===== config.mk =====
export PLATFORM = sky130hd
export DESIGN_NAME = xcvr651_sequencer
export DESIGN_NICKNAME = d
export VERILOG_FILES = /design/src/rtl/xcvr651_sequencer.sv
export SDC_FILE = /design/constraint.sdc
export NUM_CORES = 1
export LEC_CHECK = 0
export CAP_MARGIN = 10
export CORE_ASPECT_RATIO = 0.8
export CORE_MARGIN = 4
export CORE_UTILIZATION = 44
export DETAILED_ROUTE_END_ITERATION = 12
export PLACE_DENSITY = 0.78
export SYNTH_ARGS = -nofsm -noshare
export SYNTH_HDL_FRONTEND = slang
export SYNTH_SLANG_ARGS = --single-unit
export TNS_END_PERCENT = 100

===== constraint.sdc =====
create_clock -name clk -period 2 [get_ports clk]
set_clock_uncertainty 0.05 [all_clocks]
set_input_delay 0.4 -clock clk [delete_from_list [all_inputs] [get_ports clk]]
set_output_delay 0.4 -clock clk [all_outputs]
set_load 0.01 [all_outputs]

===== src/rtl/xcvr651_sequencer.sv =====
// Host-side sequencer that turns single-cycle write/read requests into timed '651 transceiver strobes.
// Registered outputs; one request in flight at a time; the response is held until rsp_ready.
module xcvr651_sequencer #(
  parameter int DW         = 8,
  parameter int SETUP_CYC  = 2,
  parameter int PULSE_CYC  = 2,
  parameter int HOLD_CYC   = 1,
  parameter int SETTLE_CYC = 2
) (
  input  logic          clk,
  input  logic          rst_n,
  input  logic          req_valid,
  output logic          req_ready,
  input  logic          req_dir,
  input  logic [DW-1:0] req_data,
  output logic          rsp_valid,
  input  logic          rsp_ready,
  output logic          rsp_dir,
  output logic [DW-1:0] rsp_data,
  output logic          cpab,
  output logic          cpba,
  output logic          sab,
  output logic          sba,
  output logic [DW-1:0] a_drv,
  output logic          a_oe,
  input  logic [DW-1:0] a_in
);

  localparam int S_CYC  = (SETUP_CYC  < 1) ? 1 : SETUP_CYC;
  localparam int P_CYC  = (PULSE_CYC  < 1) ? 1 : PULSE_CYC;
  localparam int H_CYC  = (HOLD_CYC   < 1) ? 1 : HOLD_CYC;
  localparam int T_CYC  = (SETTLE_CYC < 1) ? 1 : SETTLE_CYC;
  localparam int MAX_A  = (S_CYC > P_CYC) ? S_CYC : P_CYC;
  localparam int MAX_B  = (H_CYC > T_CYC) ? H_CYC : T_CYC;
  localparam int MAXC   = (MAX_A > MAX_B) ? MAX_A : MAX_B;
  localparam int CW     = $clog2(MAXC + 1);

  typedef enum logic [2:0] {
    IDLE, W_SETUP, W_CLK, W_HOLD, R_CLK, R_SETTLE, RESP
  } state_t;

  state_t        state, state_nxt;
  logic [CW-1:0] cnt, cnt_nxt, reload_val;
  logic          last;

  assign last = (cnt == CW'(1));

  always_comb begin
    state_nxt = state;
    case (state)
      IDLE:     if (req_valid && req_ready) state_nxt = req_dir ? R_CLK : W_SETUP;
      W_SETUP:  if (last) state_nxt = W_CLK;
      W_CLK:    if (last) state_nxt = W_HOLD;
      W_HOLD:   if (last) state_nxt = RESP;
      R_CLK:    if (last) state_nxt = R_SETTLE;
      R_SETTLE: if (last) state_nxt = RESP;
      RESP:     if (rsp_ready) state_nxt = IDLE;
      default:  state_nxt = IDLE;
    endcase
  end

  // Each state owns a fresh dwell count on entry; the count never wraps.
  always_comb begin
    reload_val = '0;
    case (state_nxt)
      W_SETUP:  reload_val = CW'(S_CYC);
      W_CLK:    reload_val = CW'(P_CYC);
      W_HOLD:   reload_val = CW'(H_CYC);
      R_CLK:    reload_val = CW'(P_CYC);
      R_SETTLE: reload_val = CW'(T_CYC);
      default:  reload_val = '0;
    endcase
    cnt_nxt = cnt;
    if (state_nxt != state) cnt_nxt = reload_val;
    else if (cnt > CW'(1))  cnt_nxt = cnt - CW'(1);
  end

  always_ff @(posedge clk or negedge rst_n) begin
    if (!rst_n) begin
      state <= IDLE;
      cnt   <= '0;
    end else begin
      state <= state_nxt;
      cnt   <= cnt_nxt;
    end
  end

  // Outputs are decoded from the next state so every strobe comes straight off a flop.
  always_ff @(posedge clk or negedge rst_n) begin
    if (!rst_n) begin
      req_ready <= 1'b0;
      rsp_valid <= 1'b0;
      rsp_dir   <= 1'b0;
      rsp_data  <= '0;
      cpab      <= 1'b0;
      cpba      <= 1'b0;
      sab       <= 1'b0;
      sba       <= 1'b0;
      a_drv     <= '0;
      a_oe      <= 1'b0;
    end else begin
      req_ready <= (state_nxt == IDLE);
      rsp_valid <= (state_nxt == RESP);
      cpab      <= (state_nxt == W_CLK);
      cpba      <= (state_nxt == R_CLK);
      a_oe      <= (state_nxt == W_SETUP) || (state_nxt == W_CLK) || (state_nxt == W_HOLD);
      case (state_nxt)
        IDLE, W_SETUP, R_CLK: begin
          sab <= 1'b0;
          sba <= 1'b0;
        end
        W_HOLD:   sab <= 1'b1;
        R_SETTLE: sba <= 1'b1;
        default: ;
      endcase
      if (state == IDLE && state_nxt == W_SETUP) a_drv <= req_data;
      if (state == W_HOLD && state_nxt == RESP) begin
        rsp_data <= '0;
        rsp_dir  <= 1'b0;
      end
      if (state == R_SETTLE && state_nxt == RESP) begin
        rsp_data <= a_in;
        rsp_dir  <= 1'b1;
      end
    end
  end

endmodule


After elaboration in Yosys (flattened, before gate mapping):

Index checks and enable logic that the tools add are counted.

* flip-flop bits (word level): 29
* bits of input ports: 21
* output and inout bits: 24
* word-level logic and storage cells: 60

* add/subtract/negate cells: 1
* order comparisons: 1
* eq/ne operators: 14
* multiplexer cells: 17
* reductions and logical operators: 15

Operators by type and width (number)
* 3-bit two-way mux: 7
* 3-bit == test, second input constant: 6
* 3-bit one-hot mux with 6 select lines: 1
* 8-bit two-way mux: 2
* 3-bit by 2-bit == test with 1-bit output, second input constant: 4
* 2-bit nonzero test: 4
* 3-bit by 1-bit == test with 1-bit output, second input constant: 2
* 3-bit logical NOT: 2
* 1-bit logical AND: 4
* 2-bit two-way mux: 2
* 1-bit one-hot mux with 2 select lines: 2
* 2-bit one-hot mux with 2 select lines: 1
* 4-bit OR reduction: 1
* 3-bit != test: 1
* 3-bit OR reduction: 1
* 2-bit by 1-bit == test with 1-bit output, second input constant: 1
* 2-bit by 1-bit greater-than comparator with 1-bit output, second input constant: 1
* 1-bit logical OR: 2
* 1-bit two-way mux: 2
* 2-bit OR reduction: 1
* 2-bit by 1-bit subtractor with 2-bit output, second input constant: 1

Depth between registers and ports, before layout:

* depth in word-level cells: 7
* mapped depth: 7
* depth with buffers taken out: 6

Worst setup path before layout:

OpenSTA, ideal clock, no wires.

* path kind: reg-to-reg
* start point: register state[2]
* end point: register a_drv[0]
* library setup time: 0.128 ns
* arrival: 1.655 ns
* required time: 1.822 ns
* setup slack: 0.168 ns
* cell stages (with the launch flop): 6
* buffers on the path: 2
* cells stage by stage: dfrtp_1 -> buf_6 -> or4b_4 -> nor3_2 -> buf_4 -> mux2_1

* word-level cells in the longest chain between the ends: 5
* elaborated cells on any way between the ends: 17

RTL lines
* start: declaration: line 42 `state_t state, state_nxt;`
* start signal: assignment: line 83 `state <= state_nxt;`
* 3-bit by 2-bit == test with 1-bit output / 3-bit == test (equally long branches): line 50 `case (state)`
* 2-bit OR reduction (no source line)
* 3-bit one-hot mux with 6 select lines: line 50
* 3-bit by 1-bit == test with 1-bit output: line 116 `if (state == IDLE && state_nxt == W_SETUP) a_drv <= req_data;`
* 1-bit logical AND *: line 116
* end signal: assignment: line 116
* end: declaration: line 24 `output logic [DW-1:0] a_drv,`

Every way passes the cells marked *; elsewhere a longest branch is shown, timed or not.
A chain may end at the register's enable or synchronous reset.

Final worst setup path:

* start point: register cnt[1]
* end point: register cnt[1]

* word-level cells in the longest chain between the ends: 7
* elaborated cells on any way between the ends: 19

RTL lines
* start: declaration: line 43 `logic [CW-1:0] cnt, cnt_nxt, reload_val;`
* start signal: assignment: line 84 `cnt <= cnt_nxt;`
* 2-bit by 1-bit == test with 1-bit output: line 46 `assign last = (cnt == CW'(1));`
* 3-bit two-way mux (on tied branches)
* 3-bit one-hot mux with 6 select lines: line 50
* 3-bit by 2-bit == test with 1-bit output (tied with other cells): line 65 `case (state_nxt)`
* 4-bit OR reduction (no source line)
* 2-bit one-hot mux with 2 select lines: line 65
* 2-bit two-way mux: line 74 `if (state_nxt != state) cnt_nxt = reload_val;`

Parallel ways exist; a longest one is shown, timed or not. The select of a mux whose other input is x is not followed.

==> flow_summary.json <==
{
  "status": "finished, final reports clean",
  "critPathSlowestCell": "dfrtp_1",
  "async_flop_share_pct": 100,
  "numCtsBuffers": 5,
  "p_per_area_nw_per_um2": 1580,
  "drv_cap": 0,
  "grt_remaining_overflow": 0,
  "syn_nets": 143,
  "intPower_uw": 2020,
  "synth_edf_count": 0,
  "vias": 1125,
  "p_sw_uw": 1080,
  "p_clk_share_pct": 18.3,
  "rrSetupSlack_ns": 0.12,
  "h-tree-depth": 2,
  "worstHoldStart": "a_drv[1]",
  "grtUsageTotal_pct": 16.0,
  "worst_ir_drop_vdd_mv": 0.613,
  "r2r_end": "cnt[1]",
  "final_nets": 195,
  "dp_worst_setup_slack_ns": -0.0189,
  "post-dp-hpwl_mm": 2.24,
  "syn2layout_area_growth_pct": 46.9,
  "place_inst": 204,
  "p_sw_share_pct": 34.8,
  "ant_nets": 0,
  "required_ns": 2.10,
  "final_util_pct": 69.3,
  "dieArea_um2": 3980,
  "wl_per_cell_um": 15.0,
  "crit_path_start_kind": "flop",
  "ys_seq_area_share_pct": 54.4,
  "r2r_start": "cnt[1]",
  "grt_pass1_wl_mm": 5.09,
  "yosys.area.top_type": "dfrtp_1",
  "yosysTopAreaCellShare_pct": 54.4,
  "synth.area.top_cells": "dfrtp_1, mux2_1, o21ai_0",
  "via_per_inst": 5.33,
  "tightest_slew_ns": 0.624,
  "num_antenna_cells": 0,
  "ff2ff_path_depth": 6,
  "clk_pin_slew_worst_paths_ns": 0.06,
  "core_area_um2": 2830,
  "port_buffers": 44,
  "netlist_area_um2": 1330,
  "die_w_um": 69.6,
  "layoutNonFillerInstCount": 211,
  "static-leakage-power_uw": 0.000868,
  "rows": 17,
  "crit_type": "flop to flop",
  "ios": 45,
  "synth-main-ff-cell": "dfrtp_1",
  "antenna_found_initial": 0,
  "hold_depth": 1,
  "ys_ff_latch": 29,
  "drtIter0Drc": 93,
  "initial_core_util_pct": 47.1,
  "syn_area_per_cell_um2": 11.0,
  "first_pass_iters": 5,
  "power.total_uw": 3100,
  "crit_fanout": 9,
  "worstSkewPairLatency_ns": 0.27,
  "clockRootBuffer": "clkbuf_8",
  "drive_gt1_share_pct": 13.9,
  "hold_viol_final": 0,
  "synth_warnings": 0,
  "seq_power_share_pct": 32.0,
  "max_freq_mhz": 532,
  "yosys-top-cells-count": "dfrtp_1, o21ai_0, nand2_1, a22oi_1, mux2_1",
  "die_h_um": 57.2,
  "cts_tree": "built",
  "crit_chain": "inv_1, ha_1, o21ai_0, a21oi_2, nor4b_1, or3_1",
  "hold_class": "flop to flop",
  "min_to": "a_drv[1]",
  "fin_crit_ns": 1.88,
  "synth.most_common_cell": "dfrtp_1",
  "endpoint_kind": "flop",
  "post_dp_cell_area_um2": 1840,
  "cts_buffer_depth": 2,
  "finalCritPeriodShare_pct": 93.9,
  "grt_max_degree": 30,
  "ys_types": 40,
  "synth_cells": 121,
  "cp.arrival_ns": 1.98,
  "slew_headroom_pct": 58.2,
  "power_frac_comb_pct": 49.7,
  "setup_viol": 0,
  "gp_congestion": 0.834,
  "setup_slack_ns": 0.121,
  "critPathMaxStageDelay_ns": 0.38,
  "routed_wl_mm": 3.16,
  "cts.sinks": 29,
  "final_area_um2": 1960,
  "grt_pass1_vias": 1101,
  "drc": 0,
  "drv_slew": 0
}
logic make-up after synthesis:
kind of cell    Yosys count  share of synthesized area [%]
flops                    29                           54.4
fa+ha+maj                 1                          0.938
compound gates           39                           19.4
simple gates             29                           12.2
mux                       9                           7.50
buf+inv                  13                           4.88
xor+xnor                  1                          0.657
metal layers:
metal	vias to the layer above	wire, µm	GRT usage (%)
li1	538	-	-
met1	542	1360	18.4
met2	39	1480	26.9
met3	6	280	7.39
met4	0	40	5.01
met5	-	0	0
per-stage QoR:
step	hold slack [ns]	TNS, ns
5_1_grt	0.452	-0.0158
4_1_cts	0.442	0
2_1_floorplan	0.0544	0
6_report	0.439	0
3_3_place_gp	0.418	0
3_5_place_dp	0.428	-0.0189
critical path, delay by kind of cell (launching register included):
family          cells  cell delay, ns
simple gates        2            0.45
flops               1            0.38
buf+inv             1            0.06
fa+ha+maj           1            0.30
compound gates      2            0.51
worst max path at each step:
stage / end / depth (start not counted) / from
5_1_grt: cnt[1] / 6 / cnt[1]
3_3_place_gp: cnt[1] / 5 / rsp_ready
2_1_floorplan: a_drv[0] / 5 / state[2]
6_report: cnt[1] / 6 / cnt[1]
3_5_place_dp: cnt[1] / 5 / rsp_ready
4_1_cts: cnt[1] / 6 / cnt[1]
final cells by class:
cell class                 instances  area [µm²]
timing repair buffer              53         508
clock buffer                       5        68.8
fill                             215         870
tap                               38        47.5
multi-input combinational         79         556
clock inverter                     2        35.0
sequential                        29         726
inverter                           5        18.8
power by group through the flow:
stage	clock network (µW)	registers (µW)	logic (µW)
after floorplan	0	1090	717
after global placement	0	987	1470
after detailed placement	0	1000	1510
after CTS	580	995	1520
after global routing	609	1020	1680
final	567	992	1540
registers in the layout, summed over array words and instances (netlist names):
register,count
req_ready,1
rsp_data,8
sab,1
rsp_valid,1
cpab,1
a_drv,8
sba,1
cnt,2
cpba,1
a_oe,1
rsp_dir,1
state,3
cell usage in the layout (no fill, tap or decap), drive strengths merged, types with 2 or more instances in the layout:
cell / synthesis / final
clkdlybuf4s50: 0 / 44
dfrtp: 29 / 29
o21ai: 14 / 14
nand2: 9 / 9
buf: 7 / 9
a22oi: 8 / 8
mux2: 8 / 8
inv: 5 / 5
clkbuf: 1 / 5
nor3: 5 / 5
nor2: 5 / 5
a21oi: 5 / 5
a21o: 2 / 2
a22o: 2 / 2
or3: 2 / 2
timing repair:
action,in CTS,in global routing
setup buffers,0,0
endpoints found under the setup margin,0,1
hold buffers,0,0
resized for setup,0,3
Note: power is estimated with default switching activity, not from simulation.
